### src/rtl/funnel_ctrl_param.sv
// Handshake/select controller for a SLICES:1 word funnel: steps a slice counter across
// 1..LANES lanes per beat and drives the bit-reversed slice select to the datapath.
module funnel_ctrl_param #(
  parameter int          SLICES     = 8,
  parameter int          LANES      = 4,
  parameter logic [7:0]  RESET_MODE = 8'h80,
  localparam int         SELW       = $clog2(SLICES),
  localparam int         KW         = $clog2(LANES) + 1
) (
  input  logic             clk,
  input  logic             reset,
  input  logic             t_0_req,
  output logic             t_0_ack,
  input  logic             t_cfg_req,
  output logic             t_cfg_ack,
  input  logic [7:0]       cfg_mode,
  output logic [LANES-1:0] i_req,
  input  logic [LANES-1:0] i_ack,
  output logic [SELW-1:0]  sel,
  output logic [7:0]       mode_q,
  output logic             busy,
  output logic             mode_err
);

  localparam logic [KW-1:0] KMAX = KW'($clog2(LANES));

  logic [SELW-1:0]  state_q, state_d, state_nxt;
  logic [7:0]       mode_d;
  logic [KW-1:0]    k;
  logic [SELW:0]    r_w;
  logic [LANES-1:0] mask;
  logic             en, idle, cfg_take, all_ack, progress, last;

  // Lane decode and handshake qualification
  always_comb begin
    k        = mode_q[KW-1:0];
    mode_err = mode_q[7] & (k > KMAX);
    en       = mode_q[7] & ~mode_err;
    r_w      = (SELW+1)'(1) << k;
    for (int j = 0; j < LANES; j++) begin
      mask[j] = ((SELW+1)'(j) < r_w);
    end
    idle      = (state_q == '0);
    cfg_take  = t_cfg_req & idle;
    all_ack   = &(i_ack | ~mask);
    progress  = t_0_req & en & ~cfg_take & all_ack;
    // R == SLICES wraps to +0, so every beat is the last one
    state_nxt = state_q + r_w[SELW-1:0];
    last      = (state_nxt == '0);
  end

  always_ff @(posedge clk or posedge reset) begin
    if (reset) begin
      state_q <= '0;
      mode_q  <= RESET_MODE;
    end else begin
      state_q <= state_d;
      mode_q  <= mode_d;
    end
  end

  always_comb begin
    state_d = state_q;
    mode_d  = mode_q;
    if (cfg_take) begin
      mode_d = cfg_mode;
    end else if (progress) begin
      state_d = state_nxt;
    end
  end

  always_comb begin
    t_cfg_ack = idle;
    t_0_ack   = progress & last;
    busy      = ~idle;
    i_req     = {LANES{t_0_req & en & ~cfg_take}} & mask;
    for (int b = 0; b < SELW; b++) begin
      sel[b] = state_q[SELW-1-b];
    end
  end

endmodule

### config.mk
export PLATFORM = sky130hd
export DESIGN_NAME = funnel_ctrl_param
export DESIGN_NICKNAME = d
export VERILOG_FILES = /design/src/rtl/funnel_ctrl_param.sv
export SDC_FILE = /design/constraint.sdc
export NUM_CORES = 1
export LEC_CHECK = 0
export BUFFER_PORTS_ARGS = -buffer_cell sky130_fd_sc_hd__buf_4
export CORE_UTILIZATION = 46
export DETAILED_ROUTE_END_ITERATION = 6
export HOLD_SLACK_MARGIN = 0.1
export PLACE_DENSITY = 0.82
export SETUP_SLACK_MARGIN = 0.5
export SYNTH_ARGS = -nofsm -noshare
export SYNTH_HDL_FRONTEND = slang
export SYNTH_SLANG_ARGS = --single-unit
### constraint.sdc
create_clock -name clk -period 3.6 [get_ports clk]
set_input_delay 0.9 -clock clk [delete_from_list [all_inputs] [get_ports clk]]
set_output_delay 0.9 -clock clk [all_outputs]
set_load 0.02 [all_outputs]
==> run_results.csv, run 1 <==
group,metric,value,unit
run_status,outcome,"finished clean",
synthesis,yosysSeqAreaShare,0.427,
synthesis,synth_adder_area_share,0.0502,
synthesis,synthCells,55,
route,vias,546,
global_routing,grtUsageTotal,0.200,
sta,period_needed,3010,ps
power,internal_power,0.000524,W
cts,holdBufCountCts,0,
power,p_sw,0.000370,W
layout,nets,115,
layout,fin_util,0.771,
synthesis,ys_ff_latch,11,
sta,skew,0.329,ps
power,netSwitchingFraction,0.414,
synthesis,syn_area_per_cell,11.8,µm²
worst_setup_path,cp-start-kind,"flip-flop",
floorplan,die_area,1560,µm²
synthesis,syn_area,648,µm²
sta,tightestPinTransition,399,ps
floorplan,initial_core_util,0.498,
layout,drive_gt1_frac,0.677,
cts,cts_sinks,11,
synthesis,synth_warnings,0,
cts,root_buffer,"clkbuf_4",
floorplan,core,1300,µm²
place,portBuffers,34,
sta,slew_headroom,0.733,
floorplan,fp.dieH,39.5,µm
synthesis,synthXorXnorAreaFrac,0.0541,
synthesis,synth.area.mux_share,0.178,
worst_setup_path,end_kind,"primary output",
global_routing,grt_first_pass_wirelength,2040,µm
power,p_leak,0.487,nW
power,power.total,0.000895,W
floorplan,die_w,39.5,µm
route,drtIter0Drc,2,
sta,max_clock_freq,332,MHz
sta,setup_ws,590,ps
route,drt-pass1-iter-count,2,
worst_setup_path,cp.arrival,2110,ps
cts,path_clk_slew,60,ps
layout,areaGrowthSynthToFinish,54.8,%
synthesis,synth_nets,73,
worst_setup_path,critPathMaxFanout,6,
power,p_seq_frac,0.291,
cts,clk_latency,260,ps
place,dpl.hpwl,1070,µm
layout,diodes,0,
sta,period_share,0.836,
place,gp_congestion,0.665,
route,drtAntennaViolNets,0,
power,ir_drop,0.000547,V
cts,htree_levels,1,
route,drcViolationCount,0,
worst_setup_path,required,2700,ps
floorplan,ios,35,
sta,rsz0062_at_grt,"yes",
route,via_per_inst,4.92,
power,power-per-cell-area,892,nW/µm²
global_routing,overflow,0,
sta,hold_slack,514,ps
sta,finalSetupTns,0,ps
hold_path,hold_class,"flip-flop to flip-flop",
run,maxCapViolations,0,
power,clkPwrFrac,0.089,
global_routing,grt_max_degree,13,
synthesis,synth_compound_area_frac,0.0792,
synthesis,synth_top_family_by_area,"multiplexers",
place,place_ws,590,ps
sta,hold_viol,0,
cts,ctsLongestPathBuffers,2,
global_routing,antenna_found_initial,0,
synthesis,synth_cell_types,28,
sta,finalMaxSlewViolations,0,
sta,setup_violations,0,
cts,cts_inserted_buffers,3,
route,wl,1390,µm
synthesis,synth-simple-area-share,0.164,
power,pwr-share-comb,0.620,
worst_setup_path,path_class,"flip-flop to primary output",
global_routing,grt_pass1_vias,498,
cts,cts_tree,"built",
floorplan,rows,13,
route,wl_per_cell,12.5,µm
==> flip-flops by register name (all words and copies together), names as in the netlist <==
signal	count
mode_q	8
state_q	3
==> layer usage <==
metal / track usage / vias up / wire length [µm]
met4: 0.103 / 0 / 0
met3: 0.0341 / 0 / 91
met5: 0 / - / 0
met2: 0.348 / 22 / 714
met1: 0.229 / 250 / 582
li1: - / 274 / -
==> critical path: stages (launching register included) <==
cell and delay [ps]:
dfrtp_2 440, nor3_2 180, ha_2 190, inv_1 50
fa_2 350, xnor2_2 200, xnor2_1 130, and4b_1 190
buf_4 130
==> Yosys cell counts <==
cell type,n,area (µm²)
mux2_2,8,90.1
nor2_1,2,7.51
xnor2_1,3,26.3
dfstp_2,1,26.3
a21boi_0,1,7.51
nor4b_4,1,23.8
nor2b_1,2,12.5
a21oi_1,2,10.0
o21a_2,1,8.76
buf_4,1,7.51
nor3b_1,2,15.0
nor3_1,2,10.0
buf_2,1,5.00
clkbuf_1,1,3.75
o211a_1,1,10.0
mux2_4,1,15.0
ha_1,1,12.5
dfrtp_1,10,250
and4b_1,1,10.0
or2_2,1,6.26
inv_1,4,15.0
mux2i_1,1,10.0
fa_1,1,20.0
nand2b_1,1,6.26
nand3b_1,1,7.51
nand2_1,2,7.51
a2111oi_2,1,15.0
xor2_1,1,8.76
==> power groups by stage <==
stage / logic, W / clock network, W / registers (W)
6_report: 0.000555 / 0.0000792 / 0.000261
5_1_grt: 0.000592 / 0.0000851 / 0.000272
4_1_cts: 0.000506 / 0.0000829 / 0.000272
3_5_place_dp: 0.000466 / 0 / 0.000281
3_3_place_gp: 0.000455 / 0 / 0.000276
2_1_floorplan: 0.000249 / 0 / 0.000319
==> metrics by stage <==
| stage | area [µm²] | instances |
|---|---|---|
| global route | 1000 | 111 |
| floorplan | 653 | 55 |
| finish | 1000 | 111 |
| global placement | 918 | 102 |
| detailed placement | 918 | 102 |
| CTS | 968 | 107 |
==> worst paths after layout <==
path                            from  slack, ps  depth (start not counted)    endpoint
min in group asynchronous      reset        620                          2   mode_q[5]
hold reg to reg            mode_q[6]        510                          1   mode_q[6]
hold / removal             mode_q[6]        510                          1   mode_q[6]
max in group asynchronous      reset       2660                          2   mode_q[7]
setup reg to reg           mode_q[2]       1650                          8  state_q[2]
setup / recovery           mode_q[2]        590                          8     t_0_ack
==> what timing repair did <==
action / 4_1_cts / 5_1_grt
endpoints found under the setup margin: 1 / 1
pin swaps: 1 / 1
gates cloned: 0 / 0
resized for setup: 5 / 2
buffers inserted: 1 / 4
==> cell families (layout without fill, tap and decap cells) <==
| kind of cell | Yosys count | in the layout |
|---|---|---|
| and+or+nand+nor | 15 | 15 |
| muxes | 10 | 10 |
| AOI/OAI and AO/OA | 6 | 6 |
| buffers and inverters | 7 | 48 |
| DFF | 11 | 11 |
| xor gates and xnor gates | 4 | 4 |
| adders and majority gates | 2 | 2 |
==> cell usage in the layout (no fill, tap or decap), drive strengths merged, types with 2 or more instances in the layout <==
cell type	instances
nor3b	2
buf	40
clkbuf	4
a21oi	2
mux2	9
nand2	2
nor2b	2
nor3	2
inv	4
nor2	2
dfrtp	10
xnor2	3
==> area by class of cell <==
cell class | count | area [µm²]
clock buffer | 4 | 26.3
tap | 15 | 18.8
timing repair buffer | 40 | 300
fill | 86 | 298
inverter | 4 | 15.0
multi-input combinational | 37 | 363
sequential | 11 | 280
Power figures use the tool's default switching activity.
==> inputs of run 2 (changes only) <==
--- a/config.mk
+++ b/config.mk
@@ -6,10 +6,10 @@
 export NUM_CORES = 1
 export LEC_CHECK = 0
 export BUFFER_PORTS_ARGS = -buffer_cell sky130_fd_sc_hd__buf_4
-export CORE_UTILIZATION = 46
+export CORE_UTILIZATION = 38
 export DETAILED_ROUTE_END_ITERATION = 6
 export HOLD_SLACK_MARGIN = 0.1
-export PLACE_DENSITY = 0.82
+export PLACE_DENSITY = 0.72
 export SETUP_SLACK_MARGIN = 0.5
 export SYNTH_ARGS = -nofsm -noshare
 export SYNTH_HDL_FRONTEND = slang
==> constraint.sdc (replaced) <==
create_clock -name clk -period 2.5 [get_ports clk]
set_input_delay 0.625 -clock clk [delete_from_list [all_inputs] [get_ports clk]]
set_output_delay 0.625 -clock clk [all_outputs]
set_load 0.02 [all_outputs]
==> run 2 against run 1 <==
Against the previous run:
- the flow now finishes with violations (setup timing)
- largest power group unchanged
- power grew 51%
- first-iteration DRC count grew to 3.0 times the previous value
- hold slack lost 160 ps
- flip-flop and latch count is the same
- critical endpoint unchanged
==> run_results.csv, run 2 (synthesized netlist as in run 1, its figures left out) <==
group,metric,value,unit
cts,cts_tree,"built",
sta,period_share,1.09,
floorplan,rows,14,
worst_setup_path,path_buf_inv,2,
power,internal_power,0.000784,W
run_status,outcome,"finished with violations",
worst_setup_path,path_class,"flip-flop to primary output",
sta,hold_viol,0,
cts,holdBufCountCts,0,
layout,regMostFlops,"mode_q",
sta,hold_slack,351,ps
worst_setup_path,cp-start-kind,"flip-flop",
route,drtIter0Drc,6,
worst_setup_path,critPathMaxFanout,2,
worst_setup_path,crit_cells,8,
sta,finalMaxSlewViolations,0,
layout,nets,118,
route,drcViolationCount,0,
hold_path,hold_class,"input port to asynchronous set/reset pin",
global_routing,overflow,0,
sta,slew_headroom,0.721,
power,p_sw,0.000570,W
layout,largest_register_ffs,8,
global_routing,grt_first_pass_wirelength,2630,µm
cts,clk_latency,260,ps
cts,cts_inserted_buffers,3,
worst_setup_path,critPathMaxStageDelay,410,ps
cts,path_clk_slew,70,ps
layout,final_common_cell,"buf_4",
cts,htree_levels,1,
place,dpl.hpwl,1180,µm
power,p_seq_frac,0.258,
worst_setup_path,critPathLaunch,"mode_q[0]",
worst_setup_path,cp.arrival,2100,ps
global_routing,grt_max_degree,12,
worst_setup_path,reg2reg_slack,620,ps
route,wl,1510,µm
worst_setup_path,cp_slowest_cell,"dfrtp_2",
cts,root_buffer,"clkbuf_4",
sta,tightestPinTransition,418,ps
route,drt-pass1-iter-count,3,
floorplan,initial_core_util,0.420,
global_routing,antenna_found_initial,0,
layout,areaGrowthSynthToFinish,65.1,%
sta,setup_ws,-225,ps
sta,rsz0062_at_grt,"yes",
worst_setup_path,end_kind,"primary output",
floorplan,fp.dieH,43.3,µm
layout,layout_common_cells,"buf_4 (37), dfrtp_1 (9), mux2_2 (8)",
power,power.total,0.00135,W
worst_setup_path,r2r-end,"state_q[0]",
layout,diodes,0,
route,vias,569,
run,maxCapViolations,0,
power,pwr-share-comb,0.654,
worst_setup_path,r2r_start,"mode_q[1]",
floorplan,die_w,43.3,µm
place,gp_congestion,0.714,
layout,largestRegisters,"mode_q x8, state_q x3",
run_status,failed_checks,"setup timing",
cts,cts_sinks,11,
floorplan,die_area,1870,µm²
place,dpl-instance-area,987,µm²
worst_setup_path,critical_path.top_delay_family,"adder cells",
layout,fillCellCount,127,
worst_setup_path,reg2reg_depth,6,
worst_setup_path,cp_cell_sequence,"nor3_2, ha_2, inv_2, fa_2, xnor2_2, xnor2_1, and4b_2, buf_6",
sta,period_needed,2730,ps
route,wl_per_cell,13.1,µm
power,ir_drop,0.000712,V
floorplan,core,1540,µm²
layout,fin_area,1070,µm²
route,drtAntennaViolNets,0,
worst_setup_path,required,1880,ps
place,portBuffers,34,
global_routing,grt_pass1_vias,622,
cts,ctsLongestPathBuffers,2,
sta,max_clock_freq,367,MHz
sta,setup_violations,1,
floorplan,ios,35,
layout,fin_util,0.694,
layout,drive_gt1_frac,0.707,
power,p_leak,0.514,nW
power,netSwitchingFraction,0.421,
sta,skew,2.07,ps
global_routing,grtUsageTotal,0.190,
power,clkPwrFrac,0.087,
power,power-per-cell-area,1270,nW/µm²
route,via_per_inst,4.95,
[run 2: changes by cell type in the layout (fill, tap and decap cells not counted), moves of 2 or more]
cell / change
dfrtp_1: +2
dfrtp_2: -2
buf_6: +6
buf_4: -3
[run 2: per-layer routing]
layer,vias to the layer above,track usage,wire [µm]
li1,277,-,-
met1,261,0.225,615
met2,27,0.328,771
met3,4,0.0170,97
met4,0,0.115,28
met5,-,0,0
[run 2: how the worst max path moves through the flow]
stage / end / slack, ps
5_1_grt: t_0_ack / -350
6_report: t_0_ack / -230
4_1_cts: t_0_ack / -230
3_5_place_dp: t_0_ack / 60
2_1_floorplan: t_0_ack / -20
3_3_place_gp: t_0_ack / 70
[run 2: cell type report]
cell class                      instances  area [µm²]  share of cell area
Sequential cell                        11         278               0.260
Multi-Input combinational cell         37         385               0.360
Inverter                                4        15.0              0.0140
Tap cell                               16        20.0              0.0187
Timing Repair Buffer                   43         345               0.323
Clock buffer                            4        26.3              0.0246
[run 2: power groups by stage]
stage | Combinational (W) | Clock [W] | Sequential, W
6_report | 0.000886 | 0.000118 | 0.000350
2_1_floorplan | 0.000403 | 0 | 0.000464
3_5_place_dp | 0.000832 | 0 | 0.000352
5_1_grt | 0.000956 | 0.000129 | 0.000365
3_3_place_gp | 0.000813 | 0 | 0.000349
4_1_cts | 0.000871 | 0.000125 | 0.000352
[run 2: what timing repair did]
item | in CTS | in global routing
setup endpoints to repair | 5 | 5
resized for setup | 9 | 2
cloned | 0 | 0
pin swaps | 1 | 0
setup buffers | 1 | 1
[run 2: per-stage QoR]
step	setup TNS [ps]	worst slack, ps	std cells
2_1_floorplan	-25.0	-25.0	55
3_3_place_gp	0	72.1	109
3_5_place_dp	0	55.3	109
4_1_cts	-234	-234	114
5_1_grt	-347	-347	115
6_report	-225	-225	115
==> inputs of run 3 (changes only) <==
==> constraint.sdc (replaced) <==
create_clock -name clk -period 2.4 [get_ports clk]
set_input_delay 0.6 -clock clk [delete_from_list [all_inputs] [get_ports clk]]
set_output_delay 0.6 -clock clk [all_outputs]
set_load 0.02 [all_outputs]
==> run 3 against run 2 <==
Against the previous run:
- the run still ends with setup timing left
- first-iteration DRC count fell by 67%
- sequential power is 5.7% higher
- die area did not move
==> run_results.csv, run 3 (synthesized netlist as in run 1, its figures left out) <==
group,metric,value,unit
run_status,outcome,"finished with violations",
run_status,failed_checks,"setup timing",
cts,cts_tree,"built",
cts,path_clk_slew,60,ps
route,via_per_inst,4.91,
layout,fin_area,1110,µm²
layout,largest_register_ffs,8,
floorplan,rows,14,
floorplan,core,1540,µm²
global_routing,grt_max_degree,12,
place,portBuffers,34,
route,drcViolationCount,0,
layout,areaGrowthSynthToFinish,71.0,%
layout,final_common_cell,"buf_4",
layout,fin_util,0.719,
sta,period_needed,2630,ps
power,p_leak,0.529,nW
worst_setup_path,critPathMaxFanout,2,
global_routing,grtUsageMet2,0.263,
sta,skew,2.97,ps
floorplan,initial_core_util,0.420,
layout,largestRegisters,"mode_q x8, state_q x3",
route,drt-pass1-iter-count,2,
sta,finalMaxSlewViolations,0,
sta,rsz0062_at_grt,"yes",
worst_setup_path,reg2reg_depth,6,
route,wl,1340,µm
run,maxCapViolations,0,
sta,period_share,1.10,
layout,regMostFlops,"mode_q",
global_routing,overflow,0,
place,gp_congestion,0.695,
global_routing,grt_first_pass_wirelength,2170,µm
worst_setup_path,r2r_start,"mode_q[1]",
sta,slew_headroom,0.732,
sta,hold_slack,331,ps
global_routing,met1_usage,0.201,
sta,max_clock_freq,380,MHz
worst_setup_path,reg2reg_slack,580,ps
worst_setup_path,required,1800,ps
floorplan,die_w,43.3,µm
global_routing,grt_pass1_vias,527,
global_routing,grtUsageTotal,0.153,
layout,diodes,0,
power,ir_drop,0.000690,V
worst_setup_path,path_class,"flip-flop to primary output",
layout,nets,119,
place,dpl-instance-area,990,µm²
cts,cts_inserted_buffers,3,
global_routing,busiest_layer,"met2",
worst_setup_path,cp-start-kind,"flip-flop",
route,vias,570,
floorplan,die_area,1870,µm²
worst_setup_path,cp.arrival,2030,ps
power,power-per-cell-area,1290,nW/µm²
floorplan,ios,35,
worst_setup_path,r2r-end,"state_q[0]",
place,place_ws,21.8,ps
cts,htree_levels,1,
layout,drive_gt1_frac,0.730,
floorplan,fp.dieH,43.3,µm
route,drtAntennaViolNets,0,
cts,root_buffer,"clkbuf_4",
cts,cts_sinks,11,
hold_path,hold_class,"input port to asynchronous set/reset pin",
cts,clk_latency,250,ps
sta,hold_viol,0,
sta,setup_ws,-229,ps
sta,setup_violations,3,
route,drtIter0Drc,2,
layout,layout_common_cells,"buf_4 (35), buf_6 (9), mux2_2 (8), dfrtp_1 (8)",
sta,tightestPinTransition,401,ps
global_routing,met3_usage,0.0128,
global_routing,antenna_found_initial,0,
place,dpl.hpwl,1100,µm
route,wl_per_cell,11.5,µm
cts,ctsLongestPathBuffers,2,
worst_setup_path,end_kind,"primary output",
power,power.total,0.00143,W
==> run 3: cell count changes in the layout (fill, tap and decap cells not counted) <==
| cell | before | now |
|---|---|---|
| a21oi_4 | 1 | 0 |
| nor3b_4 | 0 | 1 |
| a2111oi_2 | 1 | 0 |
| nand2b_1 | 1 | 0 |
| a2111oi_4 | 0 | 1 |
| nor3b_2 | 1 | 0 |
| dfrtp_2 | 1 | 2 |
| dfrtp_1 | 9 | 8 |
| buf_4 | 37 | 35 |
| buf_6 | 6 | 9 |
| a21oi_2 | 0 | 1 |
| nand2b_4 | 0 | 1 |
==> run 3: worst max-delay path by stage <==
stage          startpoint      end  slack, ps  cells after the start
2_1_floorplan   mode_q[0]  t_0_ack       -100                      8
3_3_place_gp    mode_q[2]  t_0_ack         40                      8
3_5_place_dp    mode_q[0]  t_0_ack         20                      8
4_1_cts         mode_q[0]  t_0_ack       -260                      8
5_1_grt         mode_q[0]  t_0_ack       -340                      8
6_report        mode_q[0]  t_0_ack       -230                      8
==> run 3: critical path, cell delays in order, from the launching register on <==
cell and delay, ps:
dfrtp_2 410, nor3_2 170, ha_2 190, inv_2 40, fa_2 340, xnor2_2 160
xnor2_1 130, and4b_2 230, buf_6 110
==> run 3: layout make-up <==
cell class	instances	area (µm²)
Fill cell	115	433
Sequential cell	11	279
Tap cell	16	20.0
Multi-Input combinational cell	37	404
Inverter	4	15.0
Clock buffer	4	26.3
Timing Repair Buffer	44	364
==> run 3: routing by layer <==
metal / vias to the layer above / part of all wire
li1: 284 / -
met1: 261 / 0.44
met2: 25 / 0.50
met3: 0 / 0.060
met4: 0 / 0
met5: - / 0
==> run 3: per-stage QoR <==
| stage | instances | TNS (ps) |
|---|---|---|
| 6_report | 116 | -248 |
| 5_1_grt | 116 | -606 |
| 3_3_place_gp | 109 | 0 |
| 2_1_floorplan | 55 | -100 |
| 4_1_cts | 115 | -290 |
| 3_5_place_dp | 109 | 0 |
==> run 3: report_power, final <==
part / internal, W / total (W) / leakage, nW / switching [W]
combinational: 0.000494 / 0.000944 / 0.386 / 0.000449
clock: 0.0000640 / 0.000115 / 0.0150 / 0.0000514
sequential: 0.000285 / 0.000370 / 0.128 / 0.0000846
total: 0.000844 / 0.00143 / 0.529 / 0.000585
==> run 3: repair_timing <==
item,4_1_cts,5_1_grt
pin swaps,1,3
gates resized for setup,8,8
hold buffers,0,0
setup buffers,2,1
setup endpoints to repair,6,8
endpoints found under the hold margin,0,0
